`config.mk`:
```
export PLATFORM = sky130hd
export DESIGN_NAME = frame_sender
export DESIGN_NICKNAME = d
export VERILOG_FILES = /design/src/rtl/frame_sender_pkg.sv /design/src/rtl/frame_gap_timer.sv /design/src/rtl/frame_sender.sv
export SDC_FILE = /design/constraint.sdc
export NUM_CORES = 1
export LEC_CHECK = 0
export ABC_AREA = 1
export CAP_MARGIN = 20
export CORE_MARGIN = 5
export CORE_UTILIZATION = 55
export DETAILED_ROUTE_END_ITERATION = 8
export PLACE_DENSITY = 0.79
export SETUP_SLACK_MARGIN = 0.02
export SKIP_LAST_GASP = 1
export SLEW_MARGIN = 20
export SYNTH_ARGS = -nofsm -noshare
export SYNTH_HDL_FRONTEND = slang
export SYNTH_SLANG_ARGS = --single-unit
```
`constraint.sdc`:
```
create_clock -name clk -period 2.16 [get_ports clk]
set_input_delay 0.432 -clock clk [delete_from_list [all_inputs] [get_ports clk]]
set_output_delay 0.432 -clock clk [all_outputs]
set_load 0.03 [all_outputs]
```
`src/rtl/frame_sender_pkg.sv`:
```
// Shared types and constants for the frame sender.
// Contents: state_e (IDLE/SEND/GAP), BYTE_W (SPI byte width), GAP_W (gap counter width).
package frame_sender_pkg;

  localparam int unsigned BYTE_W = 8;
  // Wide enough for the largest legal gap (255 cycles).
  localparam int unsigned GAP_W  = 8;

  typedef enum logic [1:0] {
    IDLE = 2'd0,
    SEND = 2'd1,
    GAP  = 2'd2
  } state_e;

endpackage

```
`src/rtl/frame_gap_timer.sv`:
```
// Inter-frame gap down-counter.
// Ports:
//   clk        - clock
//   reset_n    - asynchronous active-low reset, clears the count
//   load       - load load_value into the counter
//   load_value - gap length in cycles
//   tick       - high for every cycle spent in the gap
//   expired    - high during the last gap cycle
module frame_gap_timer
  import frame_sender_pkg::*;
#(
  parameter int unsigned WIDTH = GAP_W
) (
  input  logic             clk,
  input  logic             reset_n,
  input  logic             load,
  input  logic [WIDTH-1:0] load_value,
  input  logic             tick,
  output logic             expired
);

  logic [WIDTH-1:0] count_q;

  always_ff @(posedge clk or negedge reset_n) begin
    if (!reset_n) begin
      count_q <= '0;
    end else if (load) begin
      count_q <= load_value;
    end else if (tick && (count_q != '0)) begin
      count_q <= count_q - WIDTH'(1);
    end
  end

  // The count holds the number of gap cycles still to run, including this one.
  assign expired = tick && (count_q <= WIDTH'(1));

endmodule

```
`src/rtl/frame_sender.sv`:
```
// Frame sender: serialises a NUM_BYTES-wide frame, MSB first, to a byte-wide
// SPI master and frames it with an active-low slave select, followed by a
// GAP_CYCLES idle gap.
// Optional build macro FRAME_SENDER_CHECKSUM_EN appends an XOR checksum byte
// after byte 0 inside the same ss-low window.
// Ports:
//   clk, reset_n             - clock, asynchronous active-low reset
//   frame_data, frame_valid  - frame payload and its valid (held until accepted)
//   frame_ready              - frame accepted this cycle when frame_valid is high
//   tx_data, tx_start        - byte and one-cycle start pulse to the SPI master
//   tx_ready, tx_done        - SPI master idle, byte-finished pulse
//   ss                       - slave select, active low
//   frame_sent               - pulse when the last byte of a frame completes
//   busy                     - high outside IDLE
module frame_sender
  import frame_sender_pkg::*;
#(
  parameter int unsigned NUM_BYTES  = 2,
  parameter int unsigned GAP_CYCLES = 2
) (
  input  logic                        clk,
  input  logic                        reset_n,
  input  logic [NUM_BYTES*BYTE_W-1:0] frame_data,
  input  logic                        frame_valid,
  output logic                        frame_ready,
  output logic [BYTE_W-1:0]           tx_data,
  output logic                        tx_start,
  input  logic                        tx_ready,
  input  logic                        tx_done,
  output logic                        ss,
  output logic                        frame_sent,
  output logic                        busy
);

`ifdef FRAME_SENDER_CHECKSUM_EN
  localparam int unsigned TOTAL = NUM_BYTES + 1;
`else
  localparam int unsigned TOTAL = NUM_BYTES;
`endif
  localparam int unsigned IDX_W = $clog2(NUM_BYTES + 1);

  state_e                      state_q;
  logic [NUM_BYTES*BYTE_W-1:0] frame_q;
  logic [IDX_W-1:0]            idx_q;     // position of the byte in flight, 0 = first sent
  logic [IDX_W-1:0]            idx_next;
  logic [BYTE_W-1:0]           next_byte;
  logic                        done_ok;
  logic                        last_byte;
  logic                        gap_load;
  logic                        gap_tick;
  logic                        gap_expired;

  assign frame_ready = (state_q == IDLE) && tx_ready && reset_n;
  assign busy        = (state_q != IDLE);
  assign idx_next    = idx_q + IDX_W'(1);
  // A done arriving alongside our own start pulse belongs to nothing we sent.
  assign done_ok     = (state_q == SEND) && tx_done && !tx_start;
  assign last_byte   = (idx_q == IDX_W'(TOTAL - 1));

`ifdef FRAME_SENDER_CHECKSUM_EN
  logic [BYTE_W-1:0] csum;

  always_comb begin
    csum = '0;
    for (int k = 0; k < int'(NUM_BYTES); k++) begin
      csum = csum ^ frame_q[k*BYTE_W +: BYTE_W];
    end
  end
`endif

  // Byte for position idx_next: data bytes MSB first, then the optional checksum.
  always_comb begin
    next_byte = '0;
    for (int k = 0; k < int'(NUM_BYTES); k++) begin
      if (idx_next == IDX_W'(int'(NUM_BYTES) - 1 - k)) begin
        next_byte = frame_q[k*BYTE_W +: BYTE_W];
      end
    end
`ifdef FRAME_SENDER_CHECKSUM_EN
    if (idx_next == IDX_W'(NUM_BYTES)) begin
      next_byte = csum;
    end
`endif
  end

  assign gap_load = done_ok && last_byte && (GAP_CYCLES != 0);
  assign gap_tick = (state_q == GAP);

  frame_gap_timer #(
    .WIDTH (GAP_W)
  ) u_gap_timer (
    .clk        (clk),
    .reset_n    (reset_n),
    .load       (gap_load),
    .load_value (GAP_W'(GAP_CYCLES)),
    .tick       (gap_tick),
    .expired    (gap_expired)
  );

  always_ff @(posedge clk or negedge reset_n) begin
    if (!reset_n) begin
      state_q    <= IDLE;
      frame_q    <= '0;
      idx_q      <= '0;
      tx_data    <= '0;
      tx_start   <= 1'b0;
      ss         <= 1'b1;
      frame_sent <= 1'b0;
    end else begin
      tx_start   <= 1'b0;
      frame_sent <= 1'b0;
      unique case (state_q)
        IDLE: begin
          if (frame_valid && frame_ready) begin
            frame_q  <= frame_data;
            tx_data  <= frame_data[(NUM_BYTES-1)*BYTE_W +: BYTE_W];
            tx_start <= 1'b1;
            ss       <= 1'b0;
            idx_q    <= '0;
            state_q  <= SEND;
          end
        end
        SEND: begin
          if (done_ok) begin
            if (last_byte) begin
              tx_data    <= '0;
              ss         <= 1'b1;
              frame_sent <= 1'b1;
              idx_q      <= '0;
              state_q    <= (GAP_CYCLES == 0) ? IDLE : GAP;
            end else begin
              tx_data  <= next_byte;
              tx_start <= 1'b1;
              idx_q    <= idx_next;
            end
          end
        end
        GAP: begin
          if (gap_expired) begin
            state_q <= IDLE;
          end
        end
        default: state_q <= IDLE;
      endcase
    end
  end

endmodule

```
After elaboration in Yosys (flattened, before gate mapping)
Cells that the tools add are included.
{"block": "word_totals", "ff_bits": 39, "latch_bits": 0, "ram_bits": 0, "rom_bits": 0, "input_bits": 21, "out_inout_bits": 13, "wordCells": 66, "n_memories": 0}
{"block": "op_classes", "addsub": 2, "mul": 0, "div": 0, "magnitude_cmp": 1, "n_eq_ne": 8, "n_shift": 0, "n_mux": 28, "bitwise_logic": 0, "reduce_logical": 19}
{"op": "$mux W8", "count": 7}
{"op": "$pmux W8 S2", "count": 1}
{"op": "$mux W2", "count": 7}
{"op": "$mux W1", "count": 9}
{"op": "$le A8 B1 Y1 const B", "count": 1}
{"op": "$logic_and A1 B1 Y1", "count": 8}
{"op": "$reduce_and A4 Y1", "count": 2}
{"op": "$reduce_bool A8 Y1", "count": 1}
{"op": "$sub A8 B1 Y8 const B", "count": 1}
{"op": "$eq A2 B1 Y1 const B", "count": 3}
{"op": "$ne A2 B2 Y1 const B", "count": 3}
{"op": "$pmux W2 S3", "count": 1}
{"op": "$reduce_bool A2 Y1", "count": 3}
{"op": "$logic_not A2 Y1", "count": 2}
{"op": "$pmux W1 S2", "count": 2}
{"op": "$pmux W2 S2", "count": 1}
{"op": "$reduce_and A3 Y1", "count": 1}
{"op": "$add A2 B1 Y2 const B", "count": 1}
{"op": "$eq A2 B2 Y1 const B", "count": 1}
{"op": "$ne A2 B1 Y1 const B", "count": 1}
{"op": "$reduce_and A2 Y1", "count": 1}
{"op": "$logic_not A1 Y1", "count": 1}

Depth between registers and ports, before layout
{"block": "depth", "ltp_word": 7, "ltp_mapped": 8, "mapped_depth_nobuf": 8}

By module
Synthesis repeated with hierarchy kept, for this count alone.
{"block": "hier_totals", "hier_cells": 280, "hier_area_um2": 2170.8}
{"mod": "frame_sender", "n_inst": 1, "cells_per_inst": 186, "area_each_um2": 1480.2, "seq_area_each_um2": 777.0}
{"mod": "frame_gap_timer", "n_inst": 1, "cells_per_inst": 94, "area_each_um2": 690.7, "seq_area_each_um2": 200.2}

Worst setup path before layout
Ideal clock, no wire load.
{"block": "synth_timing", "path_kind": "reg2out", "from": "register state_q[1]", "to": "output port frame_ready", "arrival_time_ps": 1247, "t_required_ps": 1728, "setup_slack_ps": 481, "path_stages_with_launch": 4, "path_buffers": 0, "path_cell_list": "dfrtp_1 > nor2_2 > inv_1 > nor2_2"}
{"block": "synth_via", "elab_chain_len": 3}
{"item": "start: declaration", "line_no": "frame_sender.sv:42", "rtl": "state_e state_q;"}
{"item": "start signal: assignment", "line_no": "frame_sender.sv:130", "rtl": "state_q <= (GAP_CYCLES == 0) ? IDLE : GAP;"}
{"item": "$logic_not A2 Y1", "line_no": "frame_sender.sv:53", "rtl": "assign frame_ready = (state_q == IDLE) && tx_ready && reset_n;"}
{"item": "$logic_and A1 B1 Y1 (2 in a row)", "line_no": "frame_sender.sv:53"}
{"item": "end: declaration", "line_no": "frame_sender.sv:25", "rtl": "output logic frame_ready,"}
No other way between the ends.

Worst setup path after layout
{"block": "layout_timing", "from": "input port reset_n", "to": "output port frame_ready"}
{"block": "layout_via", "elab_chain_len": 1}
{"item": "start: declaration", "line_no": "frame_sender.sv:22", "rtl": "input logic reset_n,"}
{"item": "$logic_and A1 B1 Y1", "line_no": "frame_sender.sv:53"}
No other way between the ends.

==> flow_summary_export.csv <==
group,metric,value,unit
run_status,outcome,"completed",
sta,tightest_slew,0.3592,ns
yosys,synth_cells,241,
yosys,synth_warnings,0,
sta,whs,0.4676,ns
grt,grt_pass1_wl,7038,µm
yosys,syn_nets,265,
die,initial_core_util,58.28,%
sta,min_period_over_period,93.98,%
setup_path,endpoint_kind,"output pin",
grt,grtUsageTotal,18.12,%
clock_tree,cts_sinks,39,
die,fp.coreArea,0.003416,mm²
sta,fin_setup_tns,0,ns
yosys,synthTopCellsByArea,"dfrtp_1 48%, nand2_1 12%, nand3_1 7.0%",
routing,drt_drc_violations_left,0,
die,num_rows,21,
yosys,synth_area_leader_cell,"dfrtp_1",
die,dieArea,0.004922,mm²
sta,rsz0062_at_grt,"no",
setup_path,critPathLaunchType,"input port",
clock_tree,cts_made_buffers,5,
place,port_buffers,33,
yosys,synth_area,0.001991,mm²
sta,fin_skew,0.003040,ns
yosys,synth-seq-cells,39,
yosys,synth_top_area_share,47.77,%
yosys,synth_area_per_cell,8.260,µm²
power_and_ir_drop,pwr-share-clk,10.7,%
grt,antenna_found_initial,0,
die,die_w,70.16,µm
yosys,synth_ff_type,"dfrtp_1",
yosys,synth_edf_count,0,
routing,num_vias,1660,
cells_and_area,layout-drive-gt1-share,9.929,%
place,post-place-ws,0.3995,ns
place,gp_congestion,0.8185,
setup_path,worst-r2r-setup-slack,0.77,ns
routing,wire_per_inst,12.20,µm
place,place_hpwl,2968,µm
power_and_ir_drop,p_int,1.815,mW
hold_path,hp-class,"reg -> reg",
clock_tree,cts_tree,"built",
routing,drt-initial-drc-count,115,
routing,ant_nets,0,
power_and_ir_drop,power_frac_comb,51.4,%
clock_tree,clk_pin_slew_worst_paths,0.10,ns
clock_tree,cts_root_buf,"clkbuf_4",
grt,grt_pass1_vias,1590,
power_and_ir_drop,p_switching,1.462,mW
place,placed_area,0.002367,mm²
die,die_h,70.16,µm
cells_and_area,fin_nets,305,
setup_path,path_max_fanout,13,
cells_and_area,n_antenna_cell,0,
sta,setup_viol_count_final,0,
clock_tree,clk_path_buf_depth,2,
job,maxCapViolCount,0,
sta,slew_viol_final,0,
clock_tree,h-tree-depth,2,
yosys,ys_types,25,
setup_path,arrival,1.60,ns
grt,grt_max_degree,30,
die,io-pin-count,34,
cells_and_area,area_growth,22.00,%
routing,routed_wirelength,4000,µm
sta,max_slew_margin,76.06,%
cells_and_area,fill_cells,281,
yosys,ys_seq_area_share,49.09,%
clock_tree,clk_latency,0.34,ns
sta,layout_min_cycle_time,2.030,ns
sta,hold_violations,0,
routing,dr.pass1.iters,4,
routing,vias_per_cell,5.061,
power_and_ir_drop,ir_drop,0.6913,mV
cells_and_area,fin_area,0.002429,mm²
setup_path,critPathKind,"in -> out",
sta,fmax,492.6,MHz
power_and_ir_drop,p_per_area,1349,mW/mm²
setup_path,critPathRequiredTime,1.73,ns
clock_tree,cts_setup_buffers,0,
sta,final.setup.worst_slack,0.1301,ns
power_and_ir_drop,power_frac_seq,38.0,%
yosys,async_flop_share,100.0,%
grt,grt-ovfl-total,0,
power_and_ir_drop,p_sw_share,44.62,%
power_and_ir_drop,power_leakage,1.202,nW
## power groups by stage
stage | registers, mW | logic [mW] | clock network, mW
after global routing | 1.29 | 1.90 | 0.402
final | 1.24 | 1.68 | 0.350
after global placement | 1.25 | 1.66 | 0
after floorplan | 1.40 | 1.06 | 0
after CTS | 1.24 | 1.70 | 0.366
after detailed placement | 1.26 | 1.70 | 0
## critical path, stage by stage
cell and delay (ns):
dlygate4sd3_1 0.53, clkbuf_4 0.25, nand2_1 0.09, nor2_2 0.13, buf_4 0.17
## registers in the layout, summed over array words and instances (netlist names)
| name | count |
|---|---|
| frame_sent | 1 |
| u_gap_timer.count_q | 8 |
| tx_start | 1 |
| state_q | 2 |
| frame_q | 16 |
| tx_data | 8 |
| idx_q | 2 |
| ss | 1 |
## per-stage QoR
stage | cells | util, % | total power, mW
after CTS | 328 | 71.03 | 3.312
final | 328 | 71.10 | 3.277
after detailed placement | 319 | 69.30 | 2.961
after global placement | 319 | 69.30 | 2.912
after global routing | 328 | 71.10 | 3.587
after floorplan | 241 | - | 2.465
## what timing repair did
action                     4_1_cts  5_1_grt
hold endpoints to repair        10        0
setup endpoints to repair        1        1
resized for setup                1        1
hold buffers                     1        0
pin swaps                        0        0
## cell families after synthesis
kind of cell | Yosys count | synth area share (%)
compound gates | 34 | 9.051
xor+xnor | 3 | 1.320
fa+ha+maj | 3 | 1.886
buf+inv | 30 | 6.851
flops | 39 | 49.09
simple gates | 132 | 31.80
## worst paths after layout
check | startpoint | endpoint | cells after the start
max | reset_n | frame_ready | 5
min | ss | ss | 2
max reg2reg | u_gap_timer.count_q[0] | u_gap_timer.count_q[6] | 8
min reg2reg | ss | ss | 2
max in group asynchronous | reset_n | ss | 3
min in group asynchronous | reset_n | frame_q[5] | 2
## synth_stat cells, types with 4 or more instances
cell type   n
nor2_1     23
dfrtp_1    38
nand2_1    66
o21ai_0    12
nor2_2      4
nand3_1    28
o21ai_1     7
inv_1      21
a21oi_1    11
o211ai_1    4
## area by class of cell
class | instances | area, µm² | area share (%)
clock inverters | 1 | 5.005 | 0.2061
repair buffers | 39 | 371.6 | 15.30
inverters | 24 | 95.09 | 3.916
well taps | 46 | 57.56 | 2.370
clock buffers | 7 | 45.04 | 1.855
multi-input cells | 172 | 877.1 | 36.12
flip-flops and latches | 39 | 977.2 | 40.24
## placed cells by master (no fill, tap or decap), types with 3 or more instances in the layout
| master | n |
|---|---|
| nor2_2 | 4 |
| xor2_1 | 3 |
| nor2_1 | 23 |
| dfrtp_1 | 38 |
| inv_1 | 21 |
| nand2_1 | 66 |
| o21ai_0 | 12 |
| nand3_1 | 28 |
| o211ai_1 | 4 |
| clkbuf_4 | 6 |
| nor2_4 | 3 |
| o21ai_1 | 7 |
| a21oi_1 | 11 |
| clkdlybuf4s50_1 | 30 |
| buf_4 | 6 |
| ha_1 | 3 |
| nand4_1 | 3 |
## routing by layer
metal	global-route usage, %	vias to the layer above	wire, µm
met5	0	-	0
met4	7.021	0	60
met3	5.165	5	242
met2	28.33	40	1839
met1	23.82	755	1858
li1	-	860	-
No activity file was read; power rests on OpenSTA's default activity.
==> edit, RTL diff (same flow settings) <==
Re-encode `state_e` (3 states) as one-hot, 3 bits wide.
--- a/src/rtl/frame_sender_pkg.sv
+++ b/src/rtl/frame_sender_pkg.sv
@@ -7,8 +7,8 @@
   localparam int unsigned GAP_W  = 8;
 
-  typedef enum logic [1:0] {
-    IDLE = 2'd0,
-    SEND = 2'd1,
-    GAP  = 2'd2
+  typedef enum logic [2:0] {
+    IDLE = 3'b001,
+    SEND = 3'b010,
+    GAP  = 3'b100
   } state_e;
 
Check against the original RTL: no difference found for any inputs over 10 cycles, from zero or initial values and one cycle with reset_n low; not proved beyond that.
==> edit against the unedited design <==
- combinational power shrank 20%
- worst setup slack lost 0.015 ns
- worst hold slack worse by 0.24 ns
- cell area increased by 5.0%
- non-clock buffer count decreased by 3
- total power down 5.5%
- sequential cell count up 1
- synthesized area up 6.6%
- first-iteration DRC count shrank 28%
- via count grew 8.9%
- clock skew increased by 0.0017 ns
- routed wire length is 8.8% higher
- global-route usage about the same
- core utilization fell by 1.9 points
==> edit: results (changes against the unedited design) <==
.. list-table::
   :header-rows: 1

   * - Metric
     - Value
   * - Total GRT Usage
     - 18.1% (about the same)
   * - Type of the tightest min-delay check
     - in -> async
   * - Mean instance size in the synthesized netlist
     - 7.72 um^2 (-6.6%)
   * - Maximum fanout along the worst path
     - 5 (-8)
   * - Post-Route Skew
     - 0.00474 ns (+0.00170 ns)
   * - Synthesis Warnings
     - 0 (unchanged)
   * - Max stage delay cell, worst path
     - sky130_fd_sc_hd__clkdlybuf4s50_1
   * - Instance count after placement with tap cells included
     - 351 (+10%)
   * - Leakage power
     - 1.33 nW (+11%)
   * - Final HPWL from detailed placement
     - 3.22 mm (+8.5%)
   * - Overall via count from detail_route
     - 1,807 (+8.9%)
   * - Clock slew seen by the registers of the worst setup and hold paths
     - 0.07 ns (-0.03 ns)
   * - Cts repair resizes
     - 0 (-1)
   * - Area share of fa/ha/maj cells after synthesis
     - 1.77% (-0.12 points)
   * - Status
     - finished clean
   * - Synth Net Count
     - 299 (+13%)
   * - Starting DRC count in detailed routing
     - 83 (-28%)
   * - Count of unresolved DRC violations after routing
     - 0 (unchanged)
   * - Number of distinct library cells after synthesis
     - 23 (-8.0%)
   * - Post-DR vias/cell
     - 5.03 (-0.54%)
   * - Top post-synthesis cells by count
     - 69 x sky130_fd_sc_hd__nand2_1, 39 x sky130_fd_sc_hd__inv_1, 38 x sky130_fd_sc_hd__dfrtp_1
   * - M2 GR Usage
     - 29.6% (+1.3 points)
   * - Vias in the first global route
     - 1,756 (+10%)
   * - Net count, final
     - 334 (+9.5%)
   * - Layout cells sized above 1
     - 8.36% (-1.6 points)
   * - Post-Synth XOR/XNOR Area
     - 1.24% (-0.082 points)
   * - Final weighted congestion in routability-driven placement
     - 0.857 (+4.6%)
   * - Worst slew margin
     - 67.6% (-8.4 points)
   * - Stage delay of the slowest cell on the critical path
     - 0.62 ns (+0.09 ns)
   * - Average routed wire per standard cell
     - 12.1 um (-0.59%)
   * - Cell at the root of the clock tree
     - sky130_fd_sc_hd__clkbuf_8
   * - Dominant cells by area after synthesis
     - sky130_fd_sc_hd__dfrtp_1 45%, sky130_fd_sc_hd__nand2_1 12%, sky130_fd_sc_hd__nand3_1 7.1%
   * - Pin count of the biggest net entering global routing
     - 41 (+37%)
   * - GR met1 Demand/Resource
     - 23.7% (-0.16 points)
   * - Wire length of the first global-routing pass
     - 7.45 mm (+5.9%)
   * - Compound-cell area share of the yosys netlist
     - 10.8% (+1.8 points)
   * - Clock latency on the worst-skew pair
     - 0.29 ns (-0.05 ns)
   * - Switching Power
     - 1.27 mW (-13%)
   * - Seq/Total Area, Yosys
     - 47.3% (-1.8 points)
   * - Worst vdd ir
     - 0.600 mV (-13%)
   * - Met3 track demand over resource in global routing
     - 3.74% (-1.4 points)
[edit: cell types whose count changed after synthesis, moves of 3 or more]
cell,delta
sky130_fd_sc_hd__a21oi_2,+4
sky130_fd_sc_hd__a21oi_1,-4
sky130_fd_sc_hd__inv_1,+18
sky130_fd_sc_hd__nand2_1,+3
sky130_fd_sc_hd__o211ai_1,-4
sky130_fd_sc_hd__nor2_2,-4
sky130_fd_sc_hd__o21ai_1,-5
sky130_fd_sc_hd__o21ai_0,+18
sky130_fd_sc_hd__nor2_1,+7
sky130_fd_sc_hd__buf_6,+3
[edit: power by group through the flow]
stage,combinational [mW],sequential [mW],clock (mW)
floorplan,0.859,1.34,0
global placement,1.31,1.24,0
detailed placement,1.36,1.25,0
CTS,1.36,1.24,0.508
global route,1.53,1.29,0.541
finish,1.35,1.24,0.500
[edit: path summary, 6_finish.rpt]
kind	from	endpoint	slack, ns	cells past startpoint
hold / removal	reset_n	frame_q[0]$_DFFE_PN0P_	0.22	2
setup / recovery	state_q[0]$_DFFE_PN1P_	busy	0.12	2
hold reg to reg	frame_q[6]$_DFFE_PN0P_	frame_q[6]$_DFFE_PN0P_	0.48	2
min in group clk	frame_q[6]$_DFFE_PN0P_	frame_q[6]$_DFFE_PN0P_	0.48	2
setup reg to reg	state_q[0]$_DFFE_PN1P_	u_gap_timer.count_q[4]$_DFFE_PN0P_	0.54	7
max in group asynchronous	reset_n	state_q[0]$_DFFE_PN1P_	1.58	2
[edit: cells by family (layout without fill, tap and decap cells)]
kind of cell,after synthesis,in the layout
AOI/OAI and AO/OA,43,43
xor gates and xnor gates,3,3
adders and majority gates,3,3
buffers and inverters,50,86
DFF,40,40
and+or+nand+nor,136,136
[edit: final cells by class]
| type | instances | area (um^2) |
|---|---|---|
| tap | 48 | 60.1 |
| fill | 326 | 1140 |
| multi-input combinational | 185 | 895 |
| timing repair buffer | 36 | 345 |
| inverter | 42 | 158 |
| clock buffer | 8 | 90.1 |
| sequential | 40 | 1000 |
[edit: per-layer routing]
layer,routed length [um],vias up
li1,-,926
met1,2090,824
met2,1940,52
met3,251,5
met4,66,0
met5,0,-
[edit: stage by stage]
step / setup slack, ns / cell area [um^2]
after floorplan: 0.658 / 2120
after CTS: 0.106 / 2550
after detailed placement: 0.309 / 2460
final: 0.115 / 2550
after global placement: 0.330 / 2460
after global routing: 0.0729 / 2550
